`config.mk`:
```
export PLATFORM = sky130hd
export DESIGN_NAME = pipeline_hazard_ctrl
export DESIGN_NICKNAME = d
export VERILOG_FILES = /design/src/rtl/pipe_pkg.sv /design/src/rtl/pipeline_hazard_ctrl_fwd_unit.sv /design/src/rtl/pipeline_hazard_ctrl.sv
export SDC_FILE = /design/constraint.sdc
export NUM_CORES = 1
export LEC_CHECK = 0
export BUFFER_PORTS_ARGS = -buffer_cell sky130_fd_sc_hd__buf_2
export CAP_MARGIN = 20
export CORE_MARGIN = 3
export CORE_UTILIZATION = 30
export DETAILED_ROUTE_END_ITERATION = 6
export GPL_ROUTABILITY_DRIVEN = 1
export PLACE_DENSITY = 0.58
export SLEW_MARGIN = 20
export SYNTH_ARGS = -nofsm -noshare
export SYNTH_HDL_FRONTEND = slang
export SYNTH_SLANG_ARGS = --single-unit
```
`constraint.sdc`:
```
create_clock -name clk_i -period 2.2 [get_ports clk_i]
set_clock_uncertainty 0.05 [all_clocks]
set_input_delay 0.44 -clock clk_i [delete_from_list [all_inputs] [get_ports clk_i]]
set_output_delay 0.44 -clock clk_i [all_outputs]
set_load 0.01 [all_outputs]
```
`src/rtl/pipe_pkg.sv`:
```
// rtl/pipe_pkg.sv - shared types and widths for the 4-stage 8-bit pipeline
package pipe_pkg;

   localparam int REG_ADDR_W = 3;
   localparam int DATA_W     = 8;

   typedef enum logic [1:0] {
      RUN      = 2'd0,
      MEM_WAIT = 2'd1,
      DRAIN    = 2'd2,
      HALT     = 2'd3
   } state_t;

endpackage

```
`src/rtl/pipeline_hazard_ctrl_fwd_unit.sv`:
```
// rtl/pipeline_hazard_ctrl_fwd_unit.sv - EM-stage operand forwarding compare
// Ports:
//   wb_regwrite    - EM/WB register writes back this cycle
//   wb_write_addr  - EM/WB destination register
//   em_rs_addr     - rs address of the instruction in EM
//   em_rt_addr     - rt address of the instruction in EM
//   fwd_rs         - take rs operand from the WB result
//   fwd_rt         - take rt operand from the WB result
module fwd_unit
   import pipe_pkg::*;
(
   input  logic                  wb_regwrite,
   input  logic [REG_ADDR_W-1:0] wb_write_addr,
   input  logic [REG_ADDR_W-1:0] em_rs_addr,
   input  logic [REG_ADDR_W-1:0] em_rt_addr,
   output logic                  fwd_rs,
   output logic                  fwd_rt
);

   // Register 0 is an ordinary register in this machine, so no zero check.
   assign fwd_rs = wb_regwrite && (wb_write_addr == em_rs_addr);
   assign fwd_rt = wb_regwrite && (wb_write_addr == em_rt_addr);

endmodule

```
`src/rtl/pipeline_hazard_ctrl.sv`:
```
// rtl/pipeline_hazard_ctrl.sv - global stall/flush/forward/halt sequencing for the pipeline
// Ports:
//   clk_i, rst_n_i          - clock, synchronous active-low reset
//   em_memread_i/memwrite_i - data-memory access of the instruction in EM
//   em_done_i               - instruction in EM is the done marker
//   em_rs_addr_i/rt_addr_i  - EM operand addresses
//   wb_regwrite_i, wb_write_addr_i - EM/WB writeback
//   mem_ready_i             - data memory completes this cycle
//   mem_req_o               - data memory request strobe
//   stall_o, flush_o        - pipeline-register hold / ID/EM bubble
//   fwd_rs_o, fwd_rt_o      - EM operand forwarding selects
//   halt_o, mem_err_o       - retired / sticky memory timeout
//   stall_cnt_o             - saturating stall-cycle counter
module pipeline_hazard_ctrl
   import pipe_pkg::*;
#(
   parameter int MEM_TIMEOUT  = 15,
   parameter int DRAIN_CYCLES = 2,
   parameter int CNT_W        = 16
) (
   input  logic                  clk_i,
   input  logic                  rst_n_i,
   input  logic                  em_memread_i,
   input  logic                  em_memwrite_i,
   input  logic                  em_done_i,
   input  logic [REG_ADDR_W-1:0] em_rs_addr_i,
   input  logic [REG_ADDR_W-1:0] em_rt_addr_i,
   input  logic                  wb_regwrite_i,
   input  logic [REG_ADDR_W-1:0] wb_write_addr_i,
   input  logic                  mem_ready_i,
   output logic                  mem_req_o,
   output logic                  stall_o,
   output logic                  flush_o,
   output logic                  fwd_rs_o,
   output logic                  fwd_rt_o,
   output logic                  halt_o,
   output logic                  mem_err_o,
   output logic [CNT_W-1:0]      stall_cnt_o
);

   // The cycle in RUN that first sees the access unready counts as wait cycle 1,
   // so the timeout fires when the count would step from MEM_TIMEOUT-1 to MEM_TIMEOUT.
   localparam logic [7:0] TIMEOUT_LAST = 8'(MEM_TIMEOUT - 1);
   localparam logic [7:0] DRAIN_LAST   = 8'(DRAIN_CYCLES - 1);

   state_t       state;
   logic [7:0]   wait_cnt;
   logic [7:0]   drain_cnt;
   logic         acc;
   logic         fwd_rs_raw;
   logic         fwd_rt_raw;

   assign acc = em_memread_i | em_memwrite_i;

   fwd_unit u_fwd (
      .wb_regwrite   (wb_regwrite_i),
      .wb_write_addr (wb_write_addr_i),
      .em_rs_addr    (em_rs_addr_i),
      .em_rt_addr    (em_rt_addr_i),
      .fwd_rs        (fwd_rs_raw),
      .fwd_rt        (fwd_rt_raw)
   );

   assign fwd_rs_o = rst_n_i & fwd_rs_raw;
   assign fwd_rt_o = rst_n_i & fwd_rt_raw;

   // While reset is held the pipeline must keep loading bubbles and never
   // issue a memory request, regardless of the state register contents.
   always_comb begin
      mem_req_o = 1'b0;
      stall_o   = 1'b0;
      flush_o   = 1'b0;
      if (!rst_n_i) begin
         flush_o = 1'b1;
      end else begin
         case (state)
            RUN: begin
               mem_req_o = acc;
               stall_o   = acc & ~mem_ready_i;
            end
            MEM_WAIT: begin
               mem_req_o = 1'b1;
               stall_o   = ~mem_ready_i;
            end
            DRAIN: begin
               flush_o = 1'b1;
            end
            HALT: begin
               stall_o = 1'b1;
               flush_o = 1'b1;
            end
            default: begin
               flush_o = 1'b1;
            end
         endcase
      end
   end

   always_ff @(posedge clk_i) begin
      if (!rst_n_i) begin
         state       <= RUN;
         wait_cnt    <= 8'd0;
         drain_cnt   <= 8'd0;
         halt_o      <= 1'b0;
         mem_err_o   <= 1'b0;
         stall_cnt_o <= '0;
      end else begin
         // HALT holds stall for good; only hazard stalls are performance-relevant.
         if (stall_o && (state != HALT) && (stall_cnt_o != {CNT_W{1'b1}}))
            stall_cnt_o <= stall_cnt_o + CNT_W'(1);

         case (state)
            RUN: begin
               if (acc && !mem_ready_i) begin
                  if (MEM_TIMEOUT == 1) begin
                     mem_err_o <= 1'b1;
                     halt_o    <= 1'b1;
                     state     <= HALT;
                  end else begin
                     wait_cnt <= 8'd1;
                     state    <= MEM_WAIT;
                  end
               end else if (em_done_i) begin
                  drain_cnt <= 8'd0;
                  state     <= DRAIN;
               end
            end
            MEM_WAIT: begin
               // Ready is checked first so a late completion beats the timeout.
               if (mem_ready_i) begin
                  if (em_done_i) begin
                     drain_cnt <= 8'd0;
                     state     <= DRAIN;
                  end else begin
                     state <= RUN;
                  end
               end else if (wait_cnt >= TIMEOUT_LAST) begin
                  mem_err_o <= 1'b1;
                  halt_o    <= 1'b1;
                  state     <= HALT;
               end else begin
                  wait_cnt <= wait_cnt + 8'd1;
               end
            end
            DRAIN: begin
               if (drain_cnt >= DRAIN_LAST) begin
                  halt_o <= 1'b1;
                  state  <= HALT;
               end else begin
                  drain_cnt <= drain_cnt + 8'd1;
               end
            end
            HALT: begin
               state <= HALT;
            end
            default: begin
               state <= RUN;
            end
         endcase
      end
   end

endmodule

```
# [After elaboration in Yosys (flattened, before gate mapping)]
# Cells that the tools add are included.
# W data, S select, Z words.
[word_totals] inputBits=16 out_inout_bits=23 register_bits=36 elab_cells=75
[classes] n_bitwise=5 n_reduce_logical=16 order_cmp=2 add_sub_neg=3 mux=26 n_eq_ne=17
[op_table] op="$mux W8" n=7
[op_table] op="$pmux W8 S3" n=1
[op_table] op="$ne A2 B2 Y1 const B" n=9
[op_table] op="$add A16 B1 Y16 const B" n=1
[op_table] op="$add A8 B1 Y8 const B" n=2
[op_table] op="$ne A16 B16 Y1 const B" n=1
[op_table] op="$pmux W8 S2" n=1
[op_table] op="$mux W2" n=6
[op_table] op="$reduce_and A4 Y1" n=3
[op_table] op="$ge A8 B1 Y1 const B" n=1
[op_table] op="$ge A8 B4 Y1 const B" n=1
[op_table] op="$pmux W2 S4" n=1
[op_table] op="$mux W1" n=7
[op_table] op="$eq A3 B3 Y1" n=2
[op_table] op="$ne A3 B3 Y1 const B" n=2
[op_table] op="$reduce_and A3 Y1" n=2
[op_table] op="$logic_and A1 B1 Y1" n=5
[op_table] op="$eq A2 B2 Y1 const B" n=2
[op_table] op="$pmux W1 S2" n=2
[op_table] op="$reduce_bool A2 Y1" n=2
[op_table] op="$and A1 B1 Y1" n=3
[op_table] op="$pmux W1 S3" n=1
[op_table] op="$reduce_bool A3 Y1" n=1
[op_table] op="$eq A2 B1 Y1 const B" n=1
[op_table] op="5 further kinds" n=5

# [Longest topological paths before layout]
[logic_depth] word_depth=6 ltp_mapped=6 ltp_nobuf=6

# [Hierarchy]
# A second synthesis with hierarchy kept.
[unflattened] hier_cells=210 area_unflattened_um2=1818.0
[modules_own_cells] mod="pipeline_hazard_ctrl" cells_per_inst=202 area_per_inst_um2=1747.9 n_inst=1 seq_area_each_um2=720.7
[modules_own_cells] mod="fwd_unit" cells_per_inst=8 area_per_inst_um2=70.1 n_inst=1 seq_area_each_um2=0.0

# [Worst setup path before layout]
# No wires, ideal clock.
[synth_path] kind="input-to-output" start="input rst_n_i" end="output mem_req_o" required_ns=1.710 slack_ns=0.391 n_path_buf=2 arrival_ns=1.319 cell_stages=4 cell_sequence="clkbuf_1 buf_1 nand2_1 nor2_1"
[synth_via] elab_chain_len=1
[synth_lines] item="start, declared" line_no="pipeline_hazard_ctrl.sv:22" text="input logic rst_n_i,"
[synth_lines] item="$mux W1" line_no="pipeline_hazard_ctrl.sv:73" text="if (!rst_n_i) begin"
[synth_lines] item="end, declared" line_no="pipeline_hazard_ctrl.sv:31" text="output logic mem_req_o,"
# No other way between the ends.

# [Worst setup path in the final report]
[layout_path] start="register state[0]" end="register stall_cnt_o[10]"
[layout_via] elab_chain_len=5 word_cells_on_any_way=8 classes_between="3 x eq/ne; 2 x mux; 3 x reduce/logical"
[layout_lines] item="start, declared" line_no="pipeline_hazard_ctrl.sv:46" text="state_t state;"
[layout_lines] item="start signal, assigned" line_no="pipeline_hazard_ctrl.sv:101" text="state <= RUN;"
[layout_lines] item="start signal, assigned" line_no="pipeline_hazard_ctrl.sv:118" text="state <= HALT;"
[layout_lines] item="start signal, assigned" line_no="pipeline_hazard_ctrl.sv:121" text="state <= MEM_WAIT;"
[layout_lines] item="$eq A2 B2 Y1 (tied with other cells)" line_no="pipeline_hazard_ctrl.sv:76" text="case (state)"
[layout_lines] item="$pmux W1 S3" line_no="pipeline_hazard_ctrl.sv:76"
[layout_lines] item="$mux W1" line_no="pipeline_hazard_ctrl.sv:73"
[layout_lines] item="$logic_and A1 B1 Y1 (*) (2 in a row)" line_no="pipeline_hazard_ctrl.sv:109" text="if (stall_o && (state != HALT) && (stall_cnt_o != {CNT_W{1'b1}}))"
[layout_lines] item="end signal, assigned" line_no="pipeline_hazard_ctrl.sv:110" text="stall_cnt_o <= stall_cnt_o + CNT_W'(1);"
[layout_lines] item="end, declared" line_no="pipeline_hazard_ctrl.sv:38" text="output logic [CNT_W-1:0] stall_cnt_o"
# Mark *: on every way between the ends. The rest lies on a longest branch, timed or not.
# A chain may end at the register's enable or synchronous reset.

==> impl_metrics.tcl <==
set metrics [dict create \
    wirelength_um 4230 \
    r2r_slack_ps 270 \
    area_growth_syn_to_layout_pct 24.9 \
    dpl.hpwl_um 3010 \
    cap_violations 0 \
    drt_iter0_markers 77 \
    rr_startpoint "state[0]$_SDFFE_PN0P_" \
    ant_nets 0 \
    cellPowerDensity_mw_per_mm2 726 \
    die_area_mm2 0.00702 \
    clock-sinks 36 \
    diodes 0 \
    ir_drop_uv 456 \
    reg2reg_depth 4 \
    cp_max_fo 10 \
    tritoncts "yes" \
    htree_levels 2 \
    synth-edff-count 0 \
    synth_area_leaders "dfxtp_1, ha_1, a21oi_1" \
    leakagePower_uw 0.000910 \
    ys_warn_count 0 \
    crit_start "state[0]$_SDFFE_PN0P_" \
    core_mm2 0.00568 \
    cts_root_buf "clkbuf_8" \
    fill_cells 579 \
    io-pin-count 39 \
    synth_flop_cell "dfxtp_1" \
    required_ps 2380 \
    grt_pass1_vias 1524 \
    die_w_um 83.8 \
    ctsResizeCount 0 \
    drive_above_1_share_pct 22.4 \
    fp.dieH_um 83.8 \
    row_count 27 \
    gp_congestion 0.776 \
    start_util_pct 32.0 \
    setup-violations-final 0 \
    maxSlewHeadroom_pct 62.8 \
    finalCritPeriodShare_pct 87.8 \
    numCtsBuffers 5 \
    fin_cells 322 \
    final_nets 271 \
    slew_violations 0 \
    synth_top_area_cell "dfxtp_1" \
    synth_cell_types 44 \
    reg2reg_to "stall_cnt_o[10]$_SDFFE_PN0P_" \
    via_per_inst 5.35 \
    crit_type "register to register" \
    hold_viol 0 \
    min_path_type "register to register" \
    clkTransAtPathRegs_ps 80 \
    port_buffers 38 \
    synthesis.nets 228 \
    grt_max_degree 15 \
    cp.arrival_ps 2110 \
    cts.path.max_buffers 2 \
    max_freq_mhz 517 \
    clock_latency_ps 290 \
    ys_async_sr_fraction_pct 0 \
    ys_seq_elements 36 \
    status "finished, final reports clean" \
    layout_min_cycle_time_ps 1930 \
    vias 1724 \
    rsz0062_at_grt "false" \
    grt.total_usage_pct 12.5 \
    cts_hold_buffers 0 \
    netlist_instances 206 \
    tightestPinTransition_ps 553 \
    dr.pass1.iters 4 \
    syn_area_mm2 0.00182 \
    syn_avg_cell_area_um2 8.81 \
    grt.overflow.total 0 \
    antenna_found_initial 0 \
    regArea_um2 721 \
    crit_end "stall_cnt_o[10]$_SDFFE_PN0P_" \
    wire_per_inst_um 13.1 \
    multiInputGateArea_mm2 0.00102 \
    drc 0 \
    post-place-cells 314 \
    startpoint_type "register" \
    worst_setup_path_end_kind "register" \
    ys_seq_area_share_pct 39.7 \
    synth_top_area_share_pct 39.7 \
    finalSetupTns_ps 0 \
    cts_setup_buffers 0 \
    grt_pass1_wl_um 7230 \
]
==> placed cells by master (no fill, tap or decap), types with 7 or more instances in the layout <==
master and n:
nor2_1 7, nand3_1 8, dfxtp_1 36, o21ai_0 7, or4_1 7, nor4_1 9, o31ai_1 8, nand4_1 10
buf_2 38, inv_1 11, nand2_1 13, a21oi_1 14
==> final cells by class <==
| type | count | share of cell area (%) |
|---|---|---|
| Timing Repair Buffer | 44 | 10.4 |
| Clock buffer | 5 | 3.03 |
| Clock inverter | 3 | 3.97 |
| Tap cell | 72 | 3.97 |
| Multi-Input combinational cell | 151 | 45.1 |
| Sequential cell | 36 | 31.8 |
| Inverter | 11 | 1.82 |
==> metal layers <==
| metal | GRT usage (%) | vias to the layer above | wire length [um] |
|---|---|---|---|
| li1 | - | 871 | - |
| met1 | 17.1 | 784 | 2100 |
| met2 | 18.3 | 59 | 1760 |
| met3 | 3.46 | 10 | 289 |
| met4 | 5.70 | 0 | 83 |
| met5 | 0 | - | 0 |
==> worst max-delay path, cell delays in order (launching register included) <==
cell	delay, ps
dfxtp_1	540
or3_1	280
nand4_1	300
or4_1	550
a21oi_1	140
==> how the worst min path moves through the flow <==
stage	from	endpoint	slack, ps	cells after the start
4_1_cts	drain_cnt[5]$_SDFFE_PN0P_	drain_cnt[5]$_SDFFE_PN0P_	430	1
2_1_floorplan	drain_cnt[6]$_SDFFE_PN0P_	drain_cnt[6]$_SDFFE_PN0P_	380	1
3_3_place_gp	drain_cnt[5]$_SDFFE_PN0P_	drain_cnt[5]$_SDFFE_PN0P_	400	1
3_5_place_dp	drain_cnt[4]$_SDFFE_PN0P_	drain_cnt[4]$_SDFFE_PN0P_	400	1
6_report	drain_cnt[4]$_SDFFE_PN0P_	drain_cnt[4]$_SDFFE_PN0P_	420	1
5_1_grt	wait_cnt[6]$_SDFFE_PN0P_	wait_cnt[6]$_SDFFE_PN0P_	440	1
==> state kept, by name, summed over array words and instances (netlist names) <==
signal,count
halt_o,1
drain_cnt,8
stall_cnt_o,16
state,2
wait_cnt,8
mem_err_o,1
==> cell usage after synthesis (5+ instances only) <==
| library cell | count |
|---|---|
| dfxtp_1 | 36 |
| a21oi_1 | 14 |
| nand2_1 | 13 |
| inv_1 | 11 |
| nand4_1 | 10 |
| nor4_1 | 9 |
| nand3_1 | 8 |
| o31ai_1 | 8 |
| nor2_1 | 7 |
| o21ai_0 | 7 |
| or4_1 | 7 |
| and2_1 | 6 |
| clkbuf_1 | 6 |
| ha_1 | 6 |
| xor2_1 | 6 |
| o21a_1 | 5 |
==> through the flow <==
stage | instance area (um^2) | hold slack (ps) | total power (uW) | utilization [%] | setup slack, ps
2_1_floorplan | 1820 | 381 | 787 | - | 391
3_5_place_dp | 2110 | 402 | 839 | 37.2 | 326
5_1_grt | 2270 | 438 | 1710 | 40.0 | 105
6_report | 2270 | 420 | 1650 | 40.0 | 267
4_1_cts | 2270 | 425 | 1670 | 40.0 | 300
3_3_place_gp | 2110 | 401 | 839 | 37.2 | 315
==> cell families (layout without fill, tap and decap cells) <==
kind of cell,Yosys count,count (layout),synth area share [%]
buffers and inverters,19,63,4.00
and+or+nand+nor,83,83,26.8
AOI/OAI and AO/OA,52,52,20.3
adders and majority gates,6,6,4.13
muxes,4,4,2.21
xor gates and xnor gates,6,6,2.89
DFF,36,36,39.7
==> where the power goes <==
| group | leakage (uW) | switching, uW | internal (uW) |
|---|---|---|---|
| sequential | 0.000291 | 21.7 | 664 |
| combinational | 0.000540 | 79.9 | 58.3 |
| clock | 0.0000784 | 256 | 567 |
| total | 0.000910 | 357 | 1290 |
Power figures use the tool's default switching activity.
